File: src/rtl/allpass_tdm.sv
// Time-multiplexed multi-channel IIR allpass filter.
// One shared multiply-accumulate unit walks through 2*ORDER+1 product terms per sample.
// Each channel keeps its own x/y history.
module allpass_tdm #(
  parameter int unsigned WIDTH    = 16,
  parameter int unsigned FRAC     = 14,
  parameter int unsigned ORDER    = 6,
  parameter int unsigned CHANNELS = 4,
  parameter int unsigned CHW      = (CHANNELS > 1) ? $clog2(CHANNELS) : 1
) (
  input  logic                   clk,
  input  logic                   rst,
  input  logic [WIDTH*ORDER-1:0] coef,
  input  logic                   in_valid,
  output logic                   in_ready,
  input  logic [WIDTH-1:0]       in_data,
  input  logic [CHW-1:0]         in_chan,
  output logic                   out_valid,
  input  logic                   out_ready,
  output logic [WIDTH-1:0]       out_data,
  output logic [CHW-1:0]         out_chan,
  output logic                   out_sat
);

  localparam int unsigned NTERM = 2 * ORDER + 1;
  localparam int unsigned CNTW  = $clog2(NTERM);
  localparam int unsigned AW    = 2 * WIDTH + $clog2(NTERM) + 1;
  localparam logic [CNTW-1:0] LAST = CNTW'(NTERM - 1);
  localparam logic [CHW:0]    NCH  = (CHW + 1)'(CHANNELS);
  localparam logic signed [AW-1:0] MAXV = $signed({{(AW-WIDTH+1){1'b0}}, {(WIDTH-1){1'b1}}});
  localparam logic signed [AW-1:0] MINV = $signed({{(AW-WIDTH+1){1'b1}}, {(WIDTH-1){1'b0}}});
  localparam logic signed [AW-1:0] HALF = $signed(AW'(1) << (FRAC - 1));

  typedef enum logic [1:0] {IDLE, MAC, OUT} state_t;

  state_t                    state_q;
  logic                      in_ready_q, out_valid_q, out_sat_q;
  logic [WIDTH-1:0]          out_data_q;
  logic [CHW-1:0]            out_chan_q, ch_q;
  logic signed [WIDTH-1:0]   x_q;
  logic [WIDTH*ORDER-1:0]    coef_q;
  logic [CNTW-1:0]           cnt_q;
  logic signed [AW-1:0]      acc_q;
  logic signed [WIDTH-1:0]   x_hist_q [CHANNELS][ORDER];
  logic signed [WIDTH-1:0]   y_hist_q [CHANNELS][ORDER];

  logic signed [WIDTH-1:0]   a_arr  [ORDER];
  logic signed [WIDTH-1:0]   xh_sel [ORDER];
  logic signed [WIDTH-1:0]   yh_sel [ORDER];
  logic signed [WIDTH-1:0]   samp, cf;
  logic                      use_shift, use_neg;
  logic signed [2*WIDTH-1:0] prod;
  logic signed [AW-1:0]      term, acc_d, rnd, shr;
  logic [WIDTH-1:0]          out_data_d;
  logic                      out_sat_d;
  logic                      chan_ok;

  assign in_ready  = in_ready_q;
  assign out_valid = out_valid_q;
  assign out_data  = out_data_q;
  assign out_chan  = out_chan_q;
  assign out_sat   = out_sat_q;
  assign chan_ok   = ({1'b0, in_chan} < NCH);

  // Unpack latched coefficients (a_arr[j] holds a_{j+1}) and pick the active channel's history
  always_comb begin
    for (int j = 0; j < ORDER; j++) begin
      a_arr[j]  = coef_q[WIDTH*j +: WIDTH];
      xh_sel[j] = '0;
      yh_sel[j] = '0;
    end
    for (int c = 0; c < CHANNELS; c++) begin
      if (ch_q == CHW'(c)) begin
        xh_sel = x_hist_q[c];
        yh_sel = y_hist_q[c];
      end
    end
  end

  // Operand selection for the current MAC step: x terms first, then the y feedback terms
  always_comb begin
    samp      = '0;
    cf        = '0;
    use_shift = 1'b0;
    use_neg   = 1'b0;
    if (cnt_q == '0) begin
      samp = x_q;
      cf   = a_arr[ORDER-1];
    end
    for (int k = 1; k < ORDER; k++) begin
      if (cnt_q == CNTW'(k)) begin
        samp = xh_sel[k-1];
        cf   = a_arr[ORDER-k-1];
      end
    end
    if (cnt_q == CNTW'(ORDER)) begin
      samp      = xh_sel[ORDER-1];
      use_shift = 1'b1;
    end
    for (int k = 1; k <= ORDER; k++) begin
      if (cnt_q == CNTW'(ORDER + k)) begin
        samp    = yh_sel[k-1];
        cf      = a_arr[k-1];
        use_neg = 1'b1;
      end
    end
  end

  // Product term, accumulation, then round-half-up and saturation of the final sum
  always_comb begin
    prod = (2*WIDTH)'(samp) * (2*WIDTH)'(cf);
    if (use_shift) term = AW'(samp) <<< FRAC;
    else           term = AW'(prod);
    if (use_neg) term = -term;
    acc_d = acc_q + term;
    rnd   = acc_d + HALF;
    shr   = rnd >>> FRAC;
    out_sat_d  = 1'b0;
    out_data_d = WIDTH'(shr);
    if (shr > MAXV) begin
      out_data_d = WIDTH'(MAXV);
      out_sat_d  = 1'b1;
    end else if (shr < MINV) begin
      out_data_d = WIDTH'(MINV);
      out_sat_d  = 1'b1;
    end
  end

  // Control FSM with registered handshake and result outputs
  always_ff @(posedge clk) begin
    if (rst) begin
      state_q     <= IDLE;
      in_ready_q  <= 1'b1;
      out_valid_q <= 1'b0;
      out_data_q  <= '0;
      out_chan_q  <= '0;
      out_sat_q   <= 1'b0;
      acc_q       <= '0;
      cnt_q       <= '0;
      x_q         <= '0;
      ch_q        <= '0;
      coef_q      <= '0;
    end else begin
      case (state_q)
        IDLE: begin
          // Out-of-range channels are accepted and silently dropped
          if (in_valid && in_ready_q && chan_ok) begin
            x_q        <= in_data;
            ch_q       <= in_chan;
            coef_q     <= coef;
            acc_q      <= '0;
            cnt_q      <= '0;
            in_ready_q <= 1'b0;
            state_q    <= MAC;
          end
        end
        MAC: begin
          acc_q <= acc_d;
          if (cnt_q == LAST) begin
            out_valid_q <= 1'b1;
            out_data_q  <= out_data_d;
            out_sat_q   <= out_sat_d;
            out_chan_q  <= ch_q;
            state_q     <= OUT;
          end else begin
            cnt_q <= cnt_q + CNTW'(1);
          end
        end
        OUT: begin
          if (out_ready) begin
            out_valid_q <= 1'b0;
            in_ready_q  <= 1'b1;
            state_q     <= IDLE;
          end
        end
        default: state_q <= IDLE;
      endcase
    end
  end

  // Per-channel history shift on the output handshake; the saturated y is what gets stored
  always_ff @(posedge clk) begin
    if (rst) begin
      for (int c = 0; c < CHANNELS; c++) begin
        for (int j = 0; j < ORDER; j++) begin
          x_hist_q[c][j] <= '0;
          y_hist_q[c][j] <= '0;
        end
      end
    end else if (state_q == OUT && out_ready) begin
      for (int c = 0; c < CHANNELS; c++) begin
        if (ch_q == CHW'(c)) begin
          x_hist_q[c][0] <= x_q;
          y_hist_q[c][0] <= out_data_q;
          for (int j = 1; j < ORDER; j++) begin
            x_hist_q[c][j] <= x_hist_q[c][j-1];
            y_hist_q[c][j] <= y_hist_q[c][j-1];
          end
        end
      end
    end
  end

endmodule

File: config.mk
export PLATFORM = sky130hd
export DESIGN_NAME = allpass_tdm
export DESIGN_NICKNAME = d
export VERILOG_FILES = /design/src/rtl/allpass_tdm.sv
export SDC_FILE = /design/constraint.sdc
export NUM_CORES = 2
export LEC_CHECK = 0
export CELL_PAD_IN_SITES_DETAIL_PLACEMENT = 0
export CELL_PAD_IN_SITES_GLOBAL_PLACEMENT = 2
export CORE_MARGIN = 2
export CORE_UTILIZATION = 43
export DETAILED_ROUTE_END_ITERATION = 6
export PLACE_DENSITY_LB_ADDON = 0.1
export SLEW_MARGIN = 15
export SYNTH_ARGS = -nofsm -noshare
export SYNTH_HDL_FRONTEND = slang
export SYNTH_SLANG_ARGS = --single-unit
File: constraint.sdc
create_clock -name clk -period 24.6 [get_ports clk]
set_clock_uncertainty 0.05 [all_clocks]
set_input_delay 4.92 -clock clk [delete_from_list [all_inputs] [get_ports clk]]
set_output_delay 4.92 -clock clk [all_outputs]
set_load 0.005 [all_outputs]
==> out/qor.yml <==
grt-busiest-layer: "met2"
critical_path.max_stage_delay_ns: 0.94
layout_setup_ws_ns: 8.519
min_period_ns: 16.08
period_share_pct: 65.37
routed-via-count: 40340
holdBufCountCts: 0
syn_area_per_cell_um2: 10.94
synth.yosys.seq_area_share_pct: 46.83
clk_pin_slew_worst_paths_ns: 0.06
dieHeight_um: 367.6
grt_max_degree: 202
globalRouteMet1Util_pct: 40.16
numCtsBuffers: 104
report.final.hold_viol_count: 0
arrival_ns: 16.58
first_pass_grt_wire_length_mm: 271.6
summed_instance_area_of_the_synthesized_netlist_um2: 56850
nFillCells: 11960
run_status: "completed"
final_layout_size_suffix_gt1_share_pct: 9.682
relSlewSlack_pct: 25.61
drt_drc_violations_left: 0
avgViaCountPerCell: 5.701
dieArea_um2: 135100
finalSetupTns_ns: 0
grtUsageMet2_pct: 40.81
worst-slew-pin-transition_ns: 1.106
place.detailed.hpwl_mm: 121.4
drv_slew: 0
dr.first_iter.drc_count: 3640
io_pins: 139
clock_tree_root: "clkbuf_16"
yosysWarningCount: 0
hold_path_class: "register to register"
fp-row-count: 133
synth_cells: 5198
final_common_cell: "edfxtp_1"
avgRoutedWirePerCell_um: 25.54
cts_tree: "yes"
achievable-frequency_mhz: 62.19
placement.setup.worst_slack_ns: 8.597
setup-violations-final: 0
route.antenna.remaining_nets: 0
slowest_stage: "a222oi_1"
drt_pre_antenna_iters: 5
clock_latency_ns: 0.72
ys_ff_latch: 946
crit_path_max_fanout: 32
synth-edff-count: 768
place.gp.congestion: 0.8568
mostFrequentLayoutCells: "768 x edfxtp_1, 752 x and2_1, 476 x nand2_1"
vdd_ir_drop_max_mv: 0.05566
cp_data_required_time_ns: 25.10
drt-total-wl_mm: 180.7
mappedNetlistNets: 5704
criticalPathCategory: "register to register"
post_cts_resized: 0
placement.io_buffers: 138
flow.area_growth_from_synthesis_pct: 11.54
maxCapViolCount: 0
cts_setup_buffers: 0
cts_num_sinks: 946
post_synth_num_cell_types: 97
dieWidth_um: 367.6
grt.total_usage_pct: 26.65
ys.flop_type: "edfxtp_1"
clock_path_buffers: 3
placeableCoreArea_um2: 131300
initial_utilization_pct: 43.30
grt_setup_unrepaired: "false"
gr-total-overflow: 0
number_of_antenna_violations_at_the_first_check_in_global_routing: 6
power.density_nw_per_um2: 72.63
design.final.nets: 5735
end_kind: "register"
use_met3_pct: 3.884
h-tree-depth: 3
cellLeakagePower_nw: 24.40
fin_worst_hold_slack_ns: 0.4044
critPathLaunchType: "register"
grt_pass1_vias: 40510
synth-async-reset-ratio_pct: 0
[critical path, delay by kind of cell, from the launching register on]
family                     cells  cell delay [ns]
muxes                          1             0.27
buffers and inverters          8             1.72
DFF                            1             0.40
and+or+nand+nor               11             3.11
xor gates and xnor gates       1             0.19
adders and majority gates      9             4.12
AOI/OAI and AO/OA             17             5.95
[cells in the mapped netlist (all sizes together) (38+ instances only)]
cell type	number	area, um2
xnor2	52	455.4
nor3	60	300.3
fa	263	5265
and2	753	4711
buf	104	603.1
edfxtp	768	23060
a21oi	299	1523
clkbuf	224	840.8
mux4	119	2680
mux2	38	427.9
nand2	476	1787
dfxtp	178	3563
inv	332	1246
o22ai	77	495.5
o21ai	182	922.1
nand3	105	530.5
nor2	351	1320
ha	125	1564
mux2i	39	390.4
nand2b	58	362.9
[stage by stage]
stage	instance area, um2	power [mW]	instances	util, %
floorplan	56850	2.725	5198	-
global placement	60080	3.086	6877	45.76
detailed placement	60100	3.086	6878	45.77
CTS	63410	4.622	7074	48.29
global route	63410	4.815	7074	48.29
finish	63410	4.606	7075	48.30
[final timing paths]
check | from | end | slack, ns | depth (start not counted)
setup reg to reg | cnt_q[0]$_SDFFE_PP0P_ | out_data[1]$_SDFFE_PP0P_ | 8.52 | 47
setup / recovery | cnt_q[0]$_SDFFE_PP0P_ | out_data[1]$_SDFFE_PP0P_ | 8.52 | 47
hold / removal | coef_q[6]$_SDFFE_PP0P_ | coef_q[6]$_SDFFE_PP0P_ | 0.40 | 2
hold reg to reg | coef_q[6]$_SDFFE_PP0P_ | coef_q[6]$_SDFFE_PP0P_ | 0.40 | 2
[kinds of logic (layout without fill, tap and decap cells)]
kind of cell | count (synthesis) | after routing | share of synthesized area, %
AO/OA/AOI/OAI | 949 | 949 | 10.98
XOR/XNOR | 87 | 87 | 1.340
adder cells (fa/ha/maj) | 388 | 388 | 12.01
buffers and inverters | 660 | 781 | 4.732
flip-flops | 946 | 946 | 46.83
multiplexers | 196 | 196 | 6.154
other | 0 | 1 | 0
AND/OR/NAND/NOR | 1972 | 1972 | 17.94
[state kept, by name, summed over array words and instances (netlist names)]
register and cells:
out_valid 1, cnt_q 4, y_hist_q 384, out_sat 1, in_ready 1, ch_q 2
x_hist_q 384, out_chan 2, acc_q 37, out_data 16, state_q 2, x_q 16
coef_q 96
[where the power goes]
part | internal, mW | switching, mW | leakage [nW]
combinational | 0.440 | 0.796 | 13.4
sequential | 1.79 | 0.0401 | 9.38
clock | 0.863 | 0.676 | 1.61
[routing by layer]
| metal | vias up | wire, um |
|---|---|---|
| met4 | 0 | 3136 |
| met3 | 192 | 11270 |
| met1 | 20510 | 85020 |
| met2 | 1239 | 81260 |
| met5 | - | 0 |
| li1 | 18390 | - |
[layout make-up]
class	count	area (um2)	share of cell area [%]
clock buffers	146	2843	4.483
diodes	1	2.502	0.003946
clock inverters	50	467.9	0.7380
multi-input cells	3592	27740	43.75
well taps	1755	2196	3.463
flip-flops and latches	946	26630	42.00
repair buffers	253	2278	3.593
inverters	332	1246	1.965
Note: power is estimated with default switching activity, not from simulation.
